<file path="src/rtl/core_pkg.sv">
// Shared definitions for the fetch front end.
//   pc_state_e    : PC generator boot/run state encoding
//   INSTR_STEP_*  : sequential PC increments for 32-bit and 16-bit instructions
//   is_compressed : instruction length decode from the two low opcode bits
package core_pkg;

    typedef enum logic {
        BOOT = 1'b0,
        RUN  = 1'b1
    } pc_state_e;

    localparam int unsigned INSTR_STEP_32 = 4;
    localparam int unsigned INSTR_STEP_16 = 2;

    // RVC: any low opcode pair other than 2'b11 marks a 16-bit instruction.
    function automatic logic is_compressed(input logic [1:0] lo);
        return (lo != 2'b11);
    endfunction

endpackage

</file>
<file path="src/rtl/pc_next_sel.sv">
// Next-PC priority mux with alignment check. Purely combinational.
// Priority: trap > redirect > stall > accepted fetch > hold.
// Ports:
//   pc_i             current PC
//   stall_i          hold request
//   redirect_valid_i / redirect_pc_i   branch/jump target
//   trap_valid_i     / trap_pc_i       trap entry / return target
//   fetch_fire_i     fetch accepted this cycle (tie to 1 in a single-cycle core)
//   instr_lo_i       low opcode bits of the instruction at pc_i
//   pc_next_o        selected next PC
//   misalign_o       selected target was misaligned and has been rejected
module pc_next_sel
    import core_pkg::*;
#(
    parameter int unsigned XLEN  = 32,
    parameter bit          C_EXT = 1'b1
) (
    input  logic [XLEN-1:0] pc_i,
    input  logic            stall_i,
    input  logic            redirect_valid_i,
    input  logic [XLEN-1:0] redirect_pc_i,
    input  logic            trap_valid_i,
    input  logic [XLEN-1:0] trap_pc_i,
    input  logic            fetch_fire_i,
    input  logic [1:0]      instr_lo_i,
    output logic [XLEN-1:0] pc_next_o,
    output logic            misalign_o
);

    logic [XLEN-1:0] tgt;
    logic            tgt_vld;
    logic            tgt_bad;
    logic [XLEN-1:0] step;

    // Trap wins over redirect; a dropped redirect is simply not seen.
    always_comb begin
        tgt     = '0;
        tgt_vld = 1'b0;
        if (trap_valid_i) begin
            tgt     = trap_pc_i;
            tgt_vld = 1'b1;
        end else if (redirect_valid_i) begin
            tgt     = redirect_pc_i;
            tgt_vld = 1'b1;
        end
    end

    // Halfword alignment always; word alignment without the C extension.
    assign tgt_bad = tgt[0] | (!C_EXT && tgt[1]);

    assign step = (C_EXT && is_compressed(instr_lo_i)) ? XLEN'(INSTR_STEP_16)
                                                       : XLEN'(INSTR_STEP_32);

    always_comb begin
        pc_next_o  = pc_i;
        misalign_o = 1'b0;
        if (tgt_vld) begin
            if (tgt_bad) misalign_o = 1'b1;
            else         pc_next_o  = tgt;
        end else if (!stall_i && fetch_fire_i) begin
            pc_next_o = pc_i + step;  // wraps modulo 2^XLEN
        end
    end

endmodule

</file>
<file path="src/rtl/pc_gen.sv">
// IF-stage fetch program-counter generator.
// One BOOT cycle after reset (no request, redirects ignored), then RUN with a
// continuously valid fetch request. pc_o and misalign_o are registered.
// Ports:
//   clk, rst_n        clock, asynchronous active-low reset
//   stall_i           hold PC
//   redirect_valid_i / redirect_pc_i   branch/jump redirect
//   trap_valid_i     / trap_pc_i       trap / mret redirect (wins over redirect)
//   instr_lo_i        low opcode bits of the instruction fetched at pc_o
//   fetch_valid_o     request valid to IMEM
//   fetch_ready_i     IMEM accepts request
//   pc_o              current fetch PC
//   misalign_o        one-cycle pulse: rejected misaligned target
module pc_gen
    import core_pkg::*;
#(
    parameter int unsigned     XLEN         = 32,
    parameter logic [XLEN-1:0] RESET_VECTOR = 32'h0000_0000,
    parameter bit              C_EXT        = 1'b1
) (
    input  logic            clk,
    input  logic            rst_n,
    input  logic            stall_i,
    input  logic            redirect_valid_i,
    input  logic [XLEN-1:0] redirect_pc_i,
    input  logic            trap_valid_i,
    input  logic [XLEN-1:0] trap_pc_i,
    input  logic [1:0]      instr_lo_i,
    output logic            fetch_valid_o,
    input  logic            fetch_ready_i,
    output logic [XLEN-1:0] pc_o,
    output logic            misalign_o
);

    pc_state_e       state_q, state_d;
    logic [XLEN-1:0] pc_q, pc_d;
    logic            misalign_q, misalign_d;
    logic [XLEN-1:0] sel_pc;
    logic            sel_misalign;

    pc_next_sel #(
        .XLEN  (XLEN),
        .C_EXT (C_EXT)
    ) u_sel (
        .pc_i             (pc_q),
        .stall_i          (stall_i),
        .redirect_valid_i (redirect_valid_i),
        .redirect_pc_i    (redirect_pc_i),
        .trap_valid_i     (trap_valid_i),
        .trap_pc_i        (trap_pc_i),
        .fetch_fire_i     (fetch_valid_o & fetch_ready_i),
        .instr_lo_i       (instr_lo_i),
        .pc_next_o        (sel_pc),
        .misalign_o       (sel_misalign)
    );

    always_ff @(posedge clk or negedge rst_n) begin
        if (!rst_n) begin
            state_q    <= BOOT;
            pc_q       <= RESET_VECTOR;
            misalign_q <= 1'b0;
        end else begin
            state_q    <= state_d;
            pc_q       <= pc_d;
            misalign_q <= misalign_d;
        end
    end

    always_comb begin
        state_d       = state_q;
        pc_d          = pc_q;
        misalign_d    = 1'b0;
        fetch_valid_o = 1'b0;
        unique case (state_q)
            BOOT: begin
                // Redirect/trap inputs are not looked at here.
                state_d = RUN;
            end
            RUN: begin
                fetch_valid_o = 1'b1;
                pc_d          = sel_pc;
                misalign_d    = sel_misalign;
            end
            default: state_d = BOOT;
        endcase
    end

    assign pc_o       = pc_q;
    assign misalign_o = misalign_q;

endmodule

</file>
<file path="config.mk">
export PLATFORM = sky130hd
export DESIGN_NAME = pc_gen
export DESIGN_NICKNAME = d
export VERILOG_FILES = /design/src/rtl/core_pkg.sv /design/src/rtl/pc_next_sel.sv /design/src/rtl/pc_gen.sv
export SDC_FILE = /design/constraint.sdc
export NUM_CORES = 1
export LEC_CHECK = 0
export BUFFER_PORTS_ARGS = -buffer_cell sky130_fd_sc_hd__buf_2
export CAP_MARGIN = 20
export CORE_MARGIN = 2
export CORE_UTILIZATION = 50
export CTS_CLUSTER_DIAMETER = 50
export DETAILED_ROUTE_END_ITERATION = 10
export PLACE_DENSITY_LB_ADDON = 0.1
export RECOVER_POWER = 25
export SETUP_SLACK_MARGIN = 0.4
export SYNTH_ARGS = -nofsm -noshare
export SYNTH_HDL_FRONTEND = slang
export SYNTH_HIERARCHICAL = 1
export SYNTH_SLANG_ARGS = --single-unit
</file>
<file path="constraint.sdc">
create_clock -name clk -period 2.6 [get_ports clk]
set_input_delay 0.26 -clock clk [delete_from_list [all_inputs] [get_ports clk]]
set_output_delay 0.26 -clock clk [all_outputs]
set_load 0.02 [all_outputs]
</file>
Word level (Yosys, flattened, before mapping):

Index checks and enable logic that the tools add are counted.

* $add $sub $neg: 1
* equality and inequality tests: 2
* mux-type cells: 12
* bitwise gates (word level): 1
* reduce and logical (&&, ||, !) cells: 4

Operators by type and width (number)
* two-way mux 32 bit: 5
* adder 32 bit: 1
* two-way mux 1 bit: 6
* inequality test 2 bit, second input constant: 2
* two-way mux 3 bit: 1
* AND reduction 3 bit: 1
* nonzero test 2 bit: 1
* bitwise AND 1 bit: 1
* logical AND 1 bit: 1
* logical NOT 1 bit: 1

* register bits: 34
* input port bits: 72
* output and inout bits: 34

Logic depth before layout (Yosys ltp):

Gate-level depths: netlist of run 1.

* depth in word-level cells: 5
* mapped depth: 10
* gate-level depth less buffers: 9

Modules after synthesis:

The synthesis of run 1 kept the hierarchy.

Modules (own cells, without submodules)
* pc_next_sel: times used 1, cells each 248, area each 1577.8 um^2, sequential area each 0.0 um^2
* pc_gen: times used 1, cells each 73, area each 1398.8 um^2, sequential area each 850.8 um^2

Worst setup path after synthesis of run 1:

Ideal clock, no wire load.

* path type: reg-to-reg
* start point: register state_q
* end point: register pc_q[23], in the netlist pc_o[23]
* setup time: 0.125 ns
* data arrival time: 2.170 ns
* required time: 2.475 ns
* slack: 0.305 ns
* stages on the path, launching flop included: 10
* buffers on the path: 2
* period minus slack after synthesis: 2.295 ns
* cells stage by stage: dfrtp_1 -> buf_6 -> buf_8 -> and2_1 -> nand4b_1 -> nor2_1 -> and4_1 -> a41oi_1 -> a211o_1 -> mux2_4

* cells in the longest elaborated chain, start to end: 5

RTL lines
* start: declaration: RTL line pc_gen.sv:35 `pc_state_e state_q, state_d;`
* start signal: assignment: RTL line pc_gen.sv:63 `state_q <= state_d;`
* two-way mux 1 bit: RTL line pc_gen.sv:74 `unique case (state_q)`
* bitwise AND 1 bit: RTL line pc_gen.sv:51 `.fetch_fire_i (fetch_valid_o & fetch_ready_i),`
* logical AND 1 bit: RTL line pc_next_sel.sv:60 `end else if (!stall_i && fetch_fire_i) begin`
* nonzero test 2 bit (no line)
* AND reduction 3 bit (no line) (*)
* end signal: assignment: RTL line pc_gen.sv:64 `pc_q <= pc_d;`
* end: declaration: RTL line pc_gen.sv:36 `logic [XLEN-1:0] pc_q, pc_d;`

Mark *: on every way between the ends. The rest lies on a longest branch, timed or not.
A chain may end at the register's enable or synchronous reset.

Final worst setup path of run 1:

* start point: register pc_q[2], in the netlist pc_o[2]
* end point: register pc_q[30], in the netlist pc_o[30]

* cells in the longest elaborated chain, start to end: 3

RTL lines
* adder 32 bit: RTL line pc_next_sel.sv:61 `pc_next_o = pc_i + step;`
* two-way mux 32 bit: RTL line pc_next_sel.sv:60
* two-way mux 32 bit: RTL line pc_next_sel.sv:57 `if (tgt_vld) begin`
* named net sel_pc[30]: RTL line pc_gen.sv:38 `logic [XLEN-1:0] sel_pc;`

The timed path passes the listed nets, and every way through them passes these cells. The select of a mux whose other input is x is not followed.

==> flow_summary.rst, run 1 <==
.. list-table::
   :header-rows: 1

   * - Metric
     - Value
   * - Run status
     - finished with violations
   * - Failing checks
     - capacitance limit, slew limit
   * - Crit path depth
     - 9
   * - Largest net degree at the start of global routing
     - 35
   * - CTS max path bufs
     - 2
   * - Die X-Extent
     - 81.2 um
   * - Share of cells above drive strength 1
     - between 40% and 50%
   * - Vias per inst
     - 5.90
   * - CORE AREA
     - 0.00585 mm^2
   * - Asr flop ratio synth
     - 100%
   * - Last weighted congestion value of the routability-driven placer
     - approximately 0.87
   * - Number of maximum-capacitance constraint violations
     - 1
   * - Clock transition at the registers of the reported paths
     - around 0.070 ns
   * - Path type of the worst setup path
     - reg2reg
   * - Cells after Synth
     - 321
   * - Number of hold violations in the final report
     - 0
   * - Standard cell with the maximum stage delay on the critical path
     - sky130_fd_sc_hd__dfrtp_2
   * - Post-CTS Hold Buffers
     - 0
   * - Unrepaired setup endpoints after global routing
     - yes
   * - Area growth from synthesis to layout
     - 27.7%
   * - Worst setup startpoint
     - pc_o[2]
   * - Cell type with the largest total area after synthesis
     - sky130_fd_sc_hd__dfrtp_1
   * - Register-to-Register Path Depth
     - 9
   * - Sum of routed wire length over all layers
     - 8950 um
   * - Vias
     - 2978
   * - Final period demand of the worst path
     - about 2.2 ns
   * - Leading register cell type out of synthesis
     - sky130_fd_sc_hd__dfrtp_1
   * - Worst path most repeated cell
     - sky130_fd_sc_hd__a21oi_1
   * - Effective utilization at floorplan
     - 50.9%
   * - Number of synthesized flops with an enable pin
     - 0
   * - Via count of the first global-routing pass
     - 2597
   * - Global-route congestion overflow total
     - 0
   * - Path category of the worst min-delay check
     - in2reg
   * - First-pass DRT Iterations
     - 5
   * - M2 GR Usage
     - 43.7%
   * - Library cell used as clock root buffer
     - sky130_fd_sc_hd__clkbuf_8
   * - CP endpoint kind
     - register
   * - Total routing usage reported by global routing
     - 27.0%
   * - Worst slew margin relative to its limit
     - -31.7%
   * - Buf/Inv on CP
     - 2
   * - Area of the die
     - 0.00659 mm^2
   * - Floorplan row count
     - 28
   * - Max FO, Critical Path
     - 6
   * - Leading cell type in the layout, fill and taps excluded
     - sky130_fd_sc_hd__buf_2
   * - Setup TNS Final
     - 0 ns
   * - Cell depth of the worst hold path
     - 4
   * - Critical path startpoint category
     - register
   * - Largest stage delay, worst path
     - 0.43 ns
   * - Fmax
     - 0.457 GHz
   * - Area of the mapped netlist
     - 0.00298 mm^2
   * - CTS HTree Levels
     - 2
   * - Number of buffers created by CTS
     - 5
   * - Chip Height
     - 81.2 um
   * - Antenna cells
     - 0
   * - Total clock sinks
     - 34
   * - Pwr Density
     - 581 mW/mm^2
   * - Setup-violating endpoint count in the final report
     - 0
   * - Post-Synthesis Net Count
     - 396
   * - Required time of the critical path
     - 2.77 ns
   * - Post-layout total power
     - 2.21 mW
   * - Register area share after synthesis
     - approximately 29%
   * - Worst IR Drop VDD
     - 0.000306 V
   * - Number of antenna violations at the first check in global routing
     - 0
   * - Cell family with most CP delay
     - simple AND/OR/NAND/NOR gates
   * - Count of pins over their slew limit
     - 35
   * - CP cell instances
     - ha_1 -> a21oi_1 -> buf_4 -> nor4_4 -> buf_6 -> nand4_1 -> xor2_1 -> a21oi_1 -> mux2_2
   * - Nets
     - around 500
   * - Number of I/O port buffers
     - 105
   * - Avg Synthesized Cell Area
     - 9.27 um^2
   * - Global-route track usage on met3
     - about 3.7%
   * - Io pins
     - between 100 and 150
   * - Global-route wire length before repair
     - 13600 um
   * - Most crowded layer after global routing
     - met2
   * - Most frequent cells in the layout
     - sky130_fd_sc_hd__buf_2 (104), sky130_fd_sc_hd__nor2_1 (33), sky130_fd_sc_hd__dfrtp_1 (31), sky130_fd_sc_hd__mux2_4 (28), sky130_fd_sc_hd__nand2_1 (20)
   * - Clock Skew
     - 0.00647 ns
   * - Worst flop-to-flop path startpoint
     - pc_o[2]
   * - Fill cell total of the finished layout
     - approximately 530
   * - Part of the cycle the worst path needs
     - a little over four fifths
   * - Post-DP HPWL
     - 6130 um
   * - Slew @ Worst Pin
     - 1.97 ns
   * - DRC
     - 0
   * - Leakage Power
     - 1.77 nW
   * - #FFs+latches synth
     - 34
   * - Ranking of synthesized cells by area
     - sky130_fd_sc_hd__dfrtp_1 (29%), sky130_fd_sc_hd__mux2_4 (14%), sky130_fd_sc_hd__nor2_1 (4.3%)
   * - Detail-routed net length per standard cell
     - 17.7 um
   * - Clock tree from TritonCTS
     - done
   * - Clock insertion delay at the later pin of the skew report
     - 0.29 ns
   * - Arrival time at the worst endpoint
     - 2.36 ns
   * - Met1 capacity usage during global routing
     - 38.9%
   * - Netlist cell types
     - 62
   * - Critical register-to-register path endpoint
     - pc_o[30]
   * - DRC marker count from the first detailed-route iteration
     - 263
   * - Synth warnings
     - 6
   * - Top cell type's share of synthesized area
     - 28.6%
   * - Crit path to
     - pc_o[30]
   * - Worst reg-to-reg setup slack
     - about 0.41 ns
   * - DRT antenna net count
     - 0
[worst reg2reg max path, stage by stage (launching register included)]
cell	delay (ns)
sky130_fd_sc_hd__dfrtp_2	0.43
sky130_fd_sc_hd__ha_1	0.28
sky130_fd_sc_hd__a21oi_1	0.05
sky130_fd_sc_hd__buf_4	0.16
sky130_fd_sc_hd__nor4_4	0.35
sky130_fd_sc_hd__buf_6	0.18
sky130_fd_sc_hd__nand4_1	0.11
sky130_fd_sc_hd__xor2_1	0.15
sky130_fd_sc_hd__a21oi_1	0.08
sky130_fd_sc_hd__mux2_2	0.28
[area by class of cell]
type | instances | area [um^2] | share of cell area [%]
tap | 75 | 93.8 | 2.47
clock buffer | 7 | 86.3 | 2.27
inverter | 9 | 33.8 | 0.889
sequential | 34 | 855 | 22.5
timing repair buffer | 125 | 691 | 18.2
clock inverter | 1 | 5.00 | 0.132
multi-input combinational | 254 | 2040 | 53.6
[power breakdown]
group / switching, mW / internal [mW] / total (mW)
clock: 0.205 / 0.214 / 0.419
sequential: 0.219 / 0.639 / 0.858
combinational: 0.480 / 0.451 / 0.931
[synth_stat cells (all sizes together), types with 2 or more instances]
cell,instances
a211oi,2
a31oi,2
nand3,14
ha,2
nand2b,3
o21ai,14
a32o,2
and3,4
a221oi,10
xor2,10
nand4,8
a22o,2
o21a,3
clkbuf,10
mux2,33
o311a,2
inv,9
nor4,4
o22ai,17
nand2,21
mux2i,2
o221a,2
a22oi,10
nor2,34
and2,3
buf,14
and4,2
dfrtp,34
nor3,7
o211ai,2
a21oi,19
nor2b,3
[how the worst min path moves through the flow]
stage | from | end | slack, ns
2_1_floorplan | rst_n | misalign_o | -0.04
3_3_place_gp | rst_n | pc_o[2] | 0.41
3_5_place_dp | rst_n | pc_o[2] | 0.40
4_1_cts | rst_n | pc_o[21] | 0.09
5_1_grt | redirect_pc_i[25] | pc_o[25] | 0.45
6_report | trap_pc_i[8] | pc_o[8] | 0.42
[timing repair]
action / CTS / global route
setup endpoints to repair: 4 / 21
pin swaps: 1 / 10
setup buffers: 1 / 4
resized for setup: 3 / 19
cloned: 0 / 1
[cell families after synthesis]
group	share of synthesized area, %
and+or+nand+nor	21.0
other	0.126
DFF	28.6
xor gates and xnor gates	2.94
adders and majority gates	1.51
buffers and inverters	6.47
AOI/OAI and AO/OA	22.7
muxes	16.7
[registers in the layout, summed over array words and instances (netlist names)]
name / flops
pc_o: 32
misalign_o: 1
state_q: 1
[through the flow]
stage,cell area (um^2),cells,hold WS [ns],setup slack [ns],util (%)
2_1_floorplan,2980,321,-0.0356,0.400,-
3_3_place_gp,3560,491,0.406,0.372,60.8
3_5_place_dp,3560,491,0.400,0.312,60.8
4_1_cts,3670,500,0.0908,0.398,62.7
5_1_grt,3800,505,0.446,0.327,64.9
6_report,3800,505,0.417,0.410,64.9
[per-layer routing]
layer,part of all wire (%),routed length [um]
met5,0,0
met4,0.92,82
met3,6.1,547
met2,49,4360
met1,44,3960
No activity file was read; power rests on OpenSTA's default activity.
==> run 2, diff against run 1 <==
==> constraint.sdc (replaced) <==
create_clock -name clk -period 2.2 [get_ports clk]
set_input_delay 0.22 -clock clk [delete_from_list [all_inputs] [get_ports clk]]
set_output_delay 0.22 -clock clk [all_outputs]
set_load 0.02 [all_outputs]
==> run 2 against run 1 <==
  * The run still ends with capacitance limit, slew limit left
  * Count of clock-buffer cells in the layout is 1 lower
  * Combinational power is 34% higher
  * Worst hold slack worse by 0.048 ns
  * Sequential share of layout area is 1.5 points lower
  * Global-route usage is 1.8 points higher
  * Design area is 7.3% higher
  * Sequential power is 15% higher
  * Via count is 5.1% higher
  * Critical endpoint is now pc_o[23]
  * Largest cell class unchanged
  * Highest routed layer unchanged
==> flow_summary.rst, run 2 (synthesized netlist as in run 1, its figures left out) <==
.. list-table::
   :header-rows: 1

   * - Metric
     - Value
   * - Power share of the clock group
     - 21.3% (was 19.0%)
   * - Worst IR Drop VDD
     - 0.000353 V (was 0.000306 V)
   * - Io pins
     - 106 (unchanged)
   * - Flip-flop count of the largest register, all copies and words added
     - 32 (unchanged)
   * - Final critical-path setup slack
     - 0.0405 ns (was 0.410 ns)
   * - Sum of routed wire length over all layers
     - 9290 um (was 8950 um)
   * - Most frequent cells in the layout
     - sky130_fd_sc_hd__buf_2 (104), sky130_fd_sc_hd__nor2_1 (33), sky130_fd_sc_hd__mux2_4 (30), sky130_fd_sc_hd__dfrtp_1 (29), sky130_fd_sc_hd__buf_4 (26) (was sky130_fd_sc_hd__buf_2 (104), sky130_fd_sc_hd__nor2_1 (33), sky130_fd_sc_hd__dfrtp_1 (31), sky130_fd_sc_hd__mux2_4 (28), sky130_fd_sc_hd__nand2_1 (20))
   * - CORE AREA
     - 0.00585 mm^2 (unchanged)
   * - Net Sw Power
     - 1.11 mW (was 903 uW)
   * - Detail-routed net length per standard cell
     - 17.8 um (was 17.7 um)
   * - Slew @ Worst Pin
     - 2.02 ns (was 1.97 ns)
   * - Standard cell with the maximum stage delay on the critical path
     - sky130_fd_sc_hd__dfrtp_2 (unchanged)
   * - Antenna cells
     - 0 (unchanged)
   * - Clock Skew
     - 0.00600 ns (was 0.00647 ns)
   * - Largest stage delay, worst path
     - 0.39 ns (was 0.43 ns)
   * - CTS HTree Levels
     - 2 (unchanged)
   * - Area used by multi-input combinational logic
     - 0.00212 mm^2 (was 0.00204 mm^2)
   * - Clock transition at the registers of the reported paths
     - 0.07 ns (about the same)
   * - Path category of the worst min-delay check
     - in2reg (unchanged)
   * - Buf/Inv on CP
     - 0 (was 2)
   * - Run status
     - finished with violations (unchanged)
   * - Max FO, Critical Path
     - 4 (was 6)
   * - Total area of sequential cells
     - 857 um^2 (was 855 um^2)
   * - Clock tree from TritonCTS
     - done (unchanged)
   * - Vias per inst
     - 6.01 (was 5.90)
   * - Share of cells above drive strength 1
     - 51.3% (was 45.3%)
   * - Cell count after placement
     - 503 (was 491)
   * - Largest net degree at the start of global routing
     - 35 (unchanged)
   * - Final period demand of the worst path
     - 2.16 ns (was 2.19 ns)
   * - Leakage Power
     - 1.87 nW (was 1.77 nW)
   * - Critical path startpoint category
     - register (unchanged)
   * - Library cell used as clock root buffer
     - sky130_fd_sc_hd__clkbuf_8 (unchanged)
   * - Arrival time at the worst endpoint
     - 2.34 ns (was 2.36 ns)
   * - Chip Height
     - 81.2 um (unchanged)
   * - Count of pins over their slew limit
     - 35 (unchanged)
   * - Post-layout total power
     - 2.85 mW (was 2.21 mW)
   * - DRT antenna net count
     - 0 (unchanged)
   * - Net switching fraction of the power
     - 39.0% (was 40.9%)
   * - Post-DP HPWL
     - 6230 um (was 6130 um)
   * - Number of maximum-capacitance constraint violations
     - 1 (unchanged)
   * - Number of buffers created by CTS
     - 5 (unchanged)
   * - DRC marker count from the first detailed-route iteration
     - 172 (was 263)
   * - Required time of the critical path
     - 2.38 ns (was 2.77 ns)
   * - CP endpoint kind
     - register (unchanged)
   * - Internal Dissipation
     - 1.73 mW (was 1.30 mW)
   * - Number of antenna violations at the first check in global routing
     - 0 (unchanged)
   * - Nets
     - 521 (was 504)
   * - Last weighted congestion value of the routability-driven placer
     - 0.906 (was 0.866)
   * - Number of hold violations in the final report
     - 0 (unchanged)
   * - Placed inst area
     - 0.00371 mm^2 (was 0.00356 mm^2)
   * - Pwr Density
     - 698 mW/mm^2 (was 581 mW/mm^2)
   * - Part of the total power dissipated in combinational logic
     - 44.1% (was 42.2%)
   * - Unrepaired setup endpoints after global routing
     - yes (unchanged)
   * - Final standard cell area without fillers
     - 0.00408 mm^2 (was 0.00380 mm^2)
   * - Global-route wire length before repair
     - 14300 um (was 13600 um)
   * - Total clock sinks
     - 34 (unchanged)
   * - Die X-Extent
     - 81.2 um (unchanged)
   * - Fmax
     - 0.463 GHz (was 0.457 GHz)
   * - Sequential group share of total power
     - 34.7% (was 38.9%)
   * - Worst slew margin relative to its limit
     - -35.0% (was -31.7%)
   * - Leading cell type in the layout, fill and taps excluded
     - sky130_fd_sc_hd__buf_2 (unchanged)
   * - Via count of the first global-routing pass
     - 2913 (was 2597)
   * - Part of the cycle the worst path needs
     - 98.2% (was 84.2%)
   * - DRC
     - 0 (unchanged)
   * - Number of I/O port buffers
     - 105 (unchanged)
   * - Effective utilization at floorplan
     - 50.9% (unchanged)
   * - Worst setup timing slack at the placement stage
     - -0.0174 ns (was 0.312 ns)
   * - Fill cell total of the finished layout
     - 463 (was 525)
   * - Floorplan row count
     - 28 (unchanged)
   * - Global-route congestion overflow total
     - 0 (unchanged)
   * - Setup TNS Final
     - 0 ns (unchanged)
   * - Path type of the worst setup path
     - reg2reg (unchanged)
   * - Number of standard cells in the final layout excluding fillers
     - 521 (was 505)
   * - Failing checks
     - capacitance limit, slew limit (unchanged)
   * - Vias
     - 3129 (was 2978)
   * - CP cell instances
     - ha_4 -> fa_2 -> nand4b_1 -> nor2_2 -> and4_4 -> a41oi_1 -> a211o_1 -> mux2_4 (was ha_1 -> a21oi_1 -> buf_4 -> nor4_4 -> buf_6 -> nand4_1 -> xor2_1 -> a21oi_1 -> mux2_2)
   * - Area of the die
     - 0.00659 mm^2 (unchanged)
   * - First-pass DRT Iterations
     - 4 (was 5)
   * - Total routing usage reported by global routing
     - 28.8% (was 27.0%)
   * - CTS max path bufs
     - 2 (unchanged)
   * - Post-CTS Hold Buffers
     - 0 (unchanged)
   * - Setup-violating endpoint count in the final report
     - 0 (unchanged)
   * - Area growth from synthesis to layout
     - 36.9% (was 27.7%)
   * - Cell family with most CP delay
     - simple AND/OR/NAND/NOR gates (unchanged)
   * - Clock insertion delay at the later pin of the skew report
     - 0.29 ns (about the same)
==> run 2: worst paths after layout <==
path / start / endpoint / slack (ns) / cells past startpoint
setup / recovery: pc_o[1] / pc_o[23] / 0.04 / 8
hold / removal: trap_pc_i[8] / pc_o[8] / 0.37 / 4
setup reg to reg: pc_o[1] / pc_o[23] / 0.04 / 8
hold reg to reg: pc_o[0] / pc_o[0] / 0.54 / 1
max in group asynchronous: rst_n / pc_o[18] / 0.39 / 1
min in group asynchronous: rst_n / state_q / 0.50 / 1
==> run 2: routing by layer <==
layer | part of all wire [%] | up-vias | wire length, um | global-route usage (%)
li1 | - | 1465 | - | -
met1 | 43 | 1507 | 3950 | 37.1
met2 | 48 | 141 | 4440 | 47.5
met3 | 7.2 | 16 | 672 | 5.78
met4 | 2.5 | 0 | 228 | 11.4
met5 | 0 | - | 0 | 0
==> run 2: timing repair <==
item	CTS	global route
setup endpoints to repair	28	29
pin swaps	26	18
gates resized for setup	17	20
setup buffers	10	1
==> run 2: tightest hold or removal path, cell delays in order <==
cell and delay (ns):
sky130_fd_sc_hd__buf_2 0.09, sky130_fd_sc_hd__a221oi_1 0.07, sky130_fd_sc_hd__nor2_1 0.11, sky130_fd_sc_hd__mux2_4 0.14
==> run 2: layout make-up <==
cell class	instances	share of cell area [%]
inverters	9	0.829
clock inverters	1	0.737
repair buffers	142	21.1
clock buffers	6	2.03
well taps	75	2.30
flip-flops and latches	34	21.0
multi-input cells	254	52.0
==> run 2: power by group through the flow <==
stage,clock network (mW),logic [mW],registers [mW]
final,0.605,1.25,0.987
after floorplan,0,0.604,1.12
after global routing,0.635,1.35,1.01
after global placement,0,1.14,0.973
after detailed placement,0,1.16,0.981
after CTS,0.616,1.21,0.971
==> run 2: per-stage QoR <==
stage | util [%] | hold WS (ns)
after floorplan | - | -0.0756
after global placement | 63.4 | 0.354
after detailed placement | 63.4 | 0.364
after CTS | 67.9 | 0.0446
after global routing | 69.7 | 0.401
final | 69.7 | 0.369
